`src/rtl/pux_si_pkg.sv`:
```
// Shared encodings for the PUX streaming instruction front-end.
package pux_si_pkg;

  // Opcode field layout
  localparam int unsigned OP_LSB      = 0;
  localparam int unsigned OP_W        = 4;
  localparam int unsigned LEN_LSB     = 4;
  localparam int unsigned LEN_W       = 4;
  localparam int unsigned OPC_FIELD_W = 8;
  localparam int unsigned STATUS_W    = 2;

  // Operation codes
  localparam logic [OP_W-1:0] OP_NOP = 4'd0;
  localparam logic [OP_W-1:0] OP_CMP = 4'd1;
  localparam logic [OP_W-1:0] OP_ADD = 4'd2;
  localparam logic [OP_W-1:0] OP_SUB = 4'd3;

  // Status codes
  localparam logic [STATUS_W-1:0] ST_LT  = 2'b00;
  localparam logic [STATUS_W-1:0] ST_EQ  = 2'b01;
  localparam logic [STATUS_W-1:0] ST_GT  = 2'b10;
  localparam logic [STATUS_W-1:0] ST_ERR = 2'b11;

  typedef enum logic [1:0] {
    S_IDLE   = 2'd0,
    S_REQ    = 2'd1,
    S_STREAM = 2'd2,
    S_STATUS = 2'd3
  } state_e;

endpackage

```
`src/rtl/pux_si_wordcmp.sv`:
```
// Per-word add/sub with carry chaining and three-way compare against M.
// Subtract path exists only when PUX_SI_SUB_EN is defined.
module pux_si_wordcmp
  import pux_si_pkg::*;
#(
  parameter int unsigned DATAW = 16
) (
  input  logic [DATAW-1:0]    a,
  input  logic [DATAW-1:0]    b,
  input  logic [DATAW-1:0]    m,
  input  logic                use_b,
  input  logic                sub,
  input  logic                cin,
  input  logic [STATUS_W-1:0] cmp_prev,
  output logic                cout,
  output logic [STATUS_W-1:0] cmp_next
);

  logic [DATAW:0]   sum;
  logic [DATAW-1:0] b_eff;
  logic [DATAW-1:0] r;

`ifdef PUX_SI_SUB_EN
  logic [DATAW:0] diff;
`else
  logic unused_sub;
  assign unused_sub = sub;
`endif

  // Word result, carry/borrow out, and compare merged with the lower words
  always_comb begin
    b_eff = use_b ? b : '0;
    sum   = {1'b0, a} + {1'b0, b_eff} + (DATAW+1)'(cin);
    r     = sum[DATAW-1:0];
    cout  = sum[DATAW];
`ifdef PUX_SI_SUB_EN
    diff  = {1'b0, a} - {1'b0, b} - (DATAW+1)'(cin);
    if (sub) begin
      r    = diff[DATAW-1:0];
      cout = diff[DATAW];
    end
`endif
    if (r > m) begin
      cmp_next = ST_GT;
    end else if (r < m) begin
      cmp_next = ST_LT;
    end else begin
      cmp_next = cmp_prev;
    end
  end

endmodule

```
`src/rtl/pux_si.sv`:
```
// PUX streaming instruction front-end: opcode in, A/B/M word streams in,
// 2-bit compare status out. Define PUX_SI_SUB_EN to implement SUBCMP (OP 3).
module pux_si
  import pux_si_pkg::*;
#(
  parameter int unsigned OPCW  = 8,
  parameter int unsigned DATAW = 16
) (
  input  logic                axis_clk,
  input  logic                axis_rstn,
  input  logic [OPCW-1:0]     axis_opcode_data,
  input  logic                axis_opcode_valid,
  output logic                axis_opcode_ready,
  input  logic [DATAW-1:0]    axis_abuff_data,
  input  logic                axis_abuff_valid,
  output logic                axis_abuff_ready,
  input  logic [DATAW-1:0]    axis_bbuff_data,
  input  logic                axis_bbuff_valid,
  output logic                axis_bbuff_ready,
  input  logic [DATAW-1:0]    axis_mbuff_data,
  input  logic                axis_mbuff_valid,
  output logic                axis_mbuff_ready,
  input  logic                axis_status_ready,
  output logic [STATUS_W-1:0] axis_status_data,
  output logic                axis_status_valid,
  output logic                stream_reqest
);

  state_e              state;
  logic [OP_W-1:0]     op_q;
  logic [LEN_W-1:0]    len_m1_q;
  logic [LEN_W-1:0]    count_q;
  logic                carry_q;
  logic [STATUS_W-1:0] cmp_q;

  logic [OP_W-1:0]     op_in;
  logic                op_ok;
  logic                opc_fire;
  logic                use_b;
  logic                is_sub;
  logic                beat;
  logic                last_beat;
  logic                word_cout;
  logic [STATUS_W-1:0] word_cmp;
  logic [STATUS_W-1:0] final_st;

  // Opcode decode: upper bits must be clear and OP must be implemented
  always_comb begin
    op_in = axis_opcode_data[OP_LSB +: OP_W];
    op_ok = 1'b0;
    if ((axis_opcode_data >> OPC_FIELD_W) == '0) begin
      case (op_in)
        OP_NOP, OP_CMP, OP_ADD: op_ok = 1'b1;
`ifdef PUX_SI_SUB_EN
        OP_SUB:                 op_ok = 1'b1;
`endif
        default:                op_ok = 1'b0;
      endcase
    end
  end

  // Which streams the in-flight operation consumes
  always_comb begin
    use_b  = (op_q == OP_ADD);
    is_sub = 1'b0;
`ifdef PUX_SI_SUB_EN
    is_sub = (op_q == OP_SUB);
    use_b  = use_b | is_sub;
`endif
  end

  // All-or-nothing beat handshake; readys are held low while in reset
  always_comb begin
    axis_opcode_ready = (state == S_IDLE) && !axis_rstn;
    opc_fire          = axis_opcode_ready && axis_opcode_valid;
    beat              = (state == S_STREAM) && !axis_rstn &&
                        axis_abuff_valid && axis_mbuff_valid &&
                        (axis_bbuff_valid || !use_b);
    axis_abuff_ready  = beat;
    axis_mbuff_ready  = beat;
    axis_bbuff_ready  = beat && use_b;
    last_beat         = (count_q == len_m1_q);
  end

  pux_si_wordcmp #(
    .DATAW (DATAW)
  ) u_wordcmp (
    .a        (axis_abuff_data),
    .b        (axis_bbuff_data),
    .m        (axis_mbuff_data),
    .use_b    (use_b),
    .sub      (is_sub),
    .cin      (carry_q),
    .cmp_prev (cmp_q),
    .cout     (word_cout),
    .cmp_next (word_cmp)
  );

  // Final status: overflow out of the top word overrides the word compare
  always_comb begin
    final_st = word_cmp;
    if ((op_q == OP_ADD) && word_cout) begin
      final_st = ST_GT;
    end
    if (is_sub && word_cout) begin
      final_st = ST_LT;
    end
  end

  // Control FSM with registered status and fetch request
  always_ff @(posedge axis_clk) begin
    if (axis_rstn) begin
      state             <= S_IDLE;
      op_q              <= OP_NOP;
      len_m1_q          <= '0;
      count_q           <= '0;
      carry_q           <= 1'b0;
      cmp_q             <= ST_EQ;
      axis_status_data  <= '0;
      axis_status_valid <= 1'b0;
      stream_reqest     <= 1'b0;
    end else begin
      case (state)
        S_IDLE: begin
          if (opc_fire) begin
            if (!op_ok) begin
              axis_status_data  <= ST_ERR;
              axis_status_valid <= 1'b1;
              state             <= S_STATUS;
            end else if (op_in == OP_NOP) begin
              axis_status_data  <= ST_EQ;
              axis_status_valid <= 1'b1;
              state             <= S_STATUS;
            end else begin
              op_q          <= op_in;
              len_m1_q      <= axis_opcode_data[LEN_LSB +: LEN_W];
              stream_reqest <= 1'b1;
              state         <= S_REQ;
            end
          end
        end
        S_REQ: begin
          stream_reqest <= 1'b0;
          cmp_q         <= ST_EQ;
          carry_q       <= 1'b0;
          count_q       <= '0;
          state         <= S_STREAM;
        end
        S_STREAM: begin
          if (beat) begin
            carry_q <= word_cout;
            cmp_q   <= word_cmp;
            count_q <= count_q + LEN_W'(1);
            if (last_beat) begin
              axis_status_data  <= final_st;
              axis_status_valid <= 1'b1;
              state             <= S_STATUS;
            end
          end
        end
        S_STATUS: begin
          if (axis_status_ready) begin
            axis_status_valid <= 1'b0;
            state             <= S_IDLE;
          end
        end
        default: state <= S_IDLE;
      endcase
    end
  end

endmodule

```
`config.mk`:
```
export PLATFORM = sky130hd
export DESIGN_NAME = pux_si
export DESIGN_NICKNAME = d
export VERILOG_FILES = /design/src/rtl/pux_si_pkg.sv /design/src/rtl/pux_si_wordcmp.sv /design/src/rtl/pux_si.sv
export SDC_FILE = /design/constraint.sdc
export NUM_CORES = 1
export LEC_CHECK = 0
export CORE_UTILIZATION = 36
export CTS_BUF_LIST = sky130_fd_sc_hd__clkbuf_4 sky130_fd_sc_hd__clkbuf_8
export DETAILED_ROUTE_END_ITERATION = 6
export GPL_ROUTABILITY_DRIVEN = 1
export PLACE_DENSITY = 0.68
export SLEW_MARGIN = 0
export SYNTH_ARGS = -nofsm -noshare
export SYNTH_HDL_FRONTEND = slang
export SYNTH_SLANG_ARGS = --single-unit
```
`constraint.sdc`:
```
create_clock -name axis_clk -period 9 [get_ports axis_clk]
set_clock_uncertainty 0.15 [all_clocks]
set_input_delay 1.35 -clock axis_clk [delete_from_list [all_inputs] [get_ports axis_clk]]
set_output_delay 1.35 -clock axis_clk [all_outputs]
set_load 0.02 [all_outputs]
```
==> results by group <==
Synthesis
  • Top cells by area, synth: ha_1 (20%), dfxtp_1 (18%), xnor2_1 (4.6%), and2_1 (4.1%), a21oi_1 (3.9%)
  • Yosys top cell by area: ha_1
  • Yosys top cell area share: 0.203
  • Synthesized area per cell: around 8.4 um^2
  • Main synth FF type: dfxtp_1
  • Sequential fraction of the synthesis area: 0.184
  • Synthesized Nets: between 300 and 400
  • Most common cell in the netlist: ha_1
  • Number of synthesized flops with an enable pin: 0
  • Mapped Area: approximately 2300 um^2
  • Ys Warns: 0
  • Asr flop ratio synth: 0
  • Syn Inst Count: 273
  • Seq cells post-synth: 21
  • Distinct cells, synth: between 50 and 60
  • Commonest cells post-synth: ha_1 (37), inv_1 (24), dfxtp_1 (21)

Floorplan
  • Core ar.: between 6000 and 7000 um^2
  • IO Count: 71
  • Die Y: a little over 80 um
  • Initial Utilization: 0.379
  • Die Wd: 81.7 um
  • Die area: between 6000 and 7000 um^2
  • Rows: 28

GRT
  • Initial antenna violation count: 0
  • First-pass GRT wire length: around 8400 um
  • Gr ovfl total: 0
  • Largest net degree at the start of global routing: 22
  • Tot GR Track Use: 0.157
  • Vias in the first global route: roughly 1900

Clock network
  • Clock Latency Late Sink: ~0.25 ns
  • PostCTS Resize Cnt: 0
  • Clk slew on worst S/H paths: ~0.080 ns
  • CTS Hold Bufs: 0
  • TritonCTS Buffers: 3
  • Clock Tree Root: clkbuf_8
  • Setup bufs post-CTS: 0
  • CTS tree: yes
  • CTS Buffer Depth: 2
  • Clock sink count: 21
  • Number of H-tree levels: 1

Worst setup path
  • CP max stage delay: 0.81 ns
  • Crit Path Category: in2out
  • CP Launch Type: primary input
  • CP required: 7.50 ns
  • Worst Path Max Fanout: 21
  • Critical-path cell list: clkdlybuf4s50_1 -> and2b_1 -> o2111ai_4 -> inv_2 -> clkdlybuf4s50_1
  • Crit-path most repeated cell: clkdlybuf4s50_1
  • Reg2Reg Setup Slack: 4.59 ns
  • CP max stage cell: clkdlybuf4s50_1
  • Critical path arrival: 3.66 ns
  • Critical Path End Type: output port

STA
  • Final Critical Period: slightly above 5 ns
  • Unrepaired setup endpoints after global routing: false
  • Fin Setup TNS: 0 ns
  • Slew Viols, Final: 0
  • Worst-Margin Slew: a little under 0.8 ns
  • Worst hold margin: between 0.3 and 0.4 ns
  • Slew headroom: 0.482
  • Final Hold Viols: 0
  • F_max: around 0.19 GHz
  • Final Setup Violations: 0
  • Period utilization: 0.574

Flow run
  • Maxcap violations: 0

Final layout
  • Fill count: around 610
  • Layout cells sized above 1: 0.0643
  • Total Nets Final: 445
  • Ant. Diodes: 0
  • Area Overhead vs Synth: 36.2%

Route
  • Final ANT Viol Nets: 0
  • DRC Markers: 0
  • Drt wl/cell: 11.9 um
  • First-pass DRT Iterations: 4
  • Initial DRC count: around 50
  • Vias per cell: approximately 5.0
  • Total Wirelength: 4980 um
  • Vias post-DR: between 2000 and 2500

Power and ir drop
  • LEAKAGE: about 0.0014 uW
  • Cell Pwr Density: ~110 nW/um^2
  • Maximum vdd drop: approximately 87 uV

Hold path
  • Min-delay worst type: reg2reg

Run status
  • Status: complete, no violations

Placed design
  • Routability cong.: between 0.7 and 0.8
  • Hpwl dp: 4200 um
  • IO buf count: 70
## state kept, by name, indices dropped and copies added (netlist names)
| signal | cells |
|---|---|
| op_q | 4 |
| cmp_q | 2 |
| stream_reqest | 1 |
| axis_status_valid | 1 |
| state | 2 |
| axis_status_data | 2 |
| carry_q | 1 |
| len_m1_q | 4 |
| count_q | 4 |
## cells by family after synthesis
logic type / count (synthesis) / synth area share
xor+xnor: 20 / 0.0766
simple gates: 92 / 0.219
compound gates: 65 / 0.225
flops: 21 / 0.184
mux: 5 / 0.0219
fa+ha+maj: 39 / 0.220
buf+inv: 31 / 0.0536
## critical path, delay by kind of cell
kind | cells | cell delay, ns
compound gates | 1 | 0.20
buf+inv | 3 | 1.71
simple gates | 1 | 0.41
## where the power goes
| part | switching (uW) | leakage (uW) | internal, uW |
|---|---|---|---|
| combinational | 88.2 | 0.00117 | 86.5 |
| sequential | 8.12 | 0.000170 | 104 |
| clock | 29.5 | 0.0000262 | 34.5 |
## cell usage in the layout, fill, tap and decap left out, types with 5 or more instances in the layout
cell	Yosys	final
nand2_1	19	19
mux2i_1	5	5
dfxtp_1	21	21
nor3_1	7	7
inv_1	24	24
ha_1	37	37
a211oi_1	5	5
nor2_1	14	14
nand2b_1	5	5
a21o_1	7	7
nor2b_1	7	7
nand3_1	6	6
xor2_1	8	8
o21ai_0	8	8
a21oi_1	18	18
and2_1	15	15
nand4_1	6	6
clkdlybuf4s50_1	0	70
xnor2_1	12	12
## routing by layer
layer	share of wire	global-route usage	routed length, um	vias to the layer above
met5	0	0	0	-
li1	-	-	-	1109
met2	0.48	0.282	2390	33
met4	0.0040	0.0158	20	0
met1	0.48	0.205	2390	950
met3	0.035	0.0211	175	2
## final cells by class
type / instances / area [um^2] / area share
inverters: 25 / 93.8 / 0.0301
clock buffers: 4 / 48.8 / 0.0157
multi-input cells: 221 / 1750 / 0.562
flip-flops and latches: 21 / 420 / 0.135
repair buffers: 71 / 708 / 0.227
well taps: 75 / 93.8 / 0.0301
## through the flow
step | total power [uW] | setup slack, ns | area, um^2 | utilization | instances
3_5_place_dp | 290 | 3.61 | 3070 | 0.509 | 413
4_1_cts | 356 | 3.76 | 3110 | 0.517 | 417
5_1_grt | 380 | 3.68 | 3110 | 0.517 | 417
6_report | 351 | 3.84 | 3110 | 0.517 | 417
3_3_place_gp | 288 | 3.74 | 3070 | 0.509 | 413
2_1_floorplan | 225 | 4.36 | 2290 | - | 273
## final timing paths
kind                         startpoint  cells past startpoint                               end
setup reg to reg   op_q[3]$_SDFFE_PP0P_                     18  axis_status_data[0]$_SDFFE_PP0P_
hold / removal    cmp_q[1]$_SDFFE_PP0P_                      2             cmp_q[1]$_SDFFE_PP0P_
hold reg to reg   cmp_q[1]$_SDFFE_PP0P_                      2             cmp_q[1]$_SDFFE_PP0P_
setup / recovery              axis_rstn                      5                  axis_mbuff_ready
(Power assumes the default switching activity.)
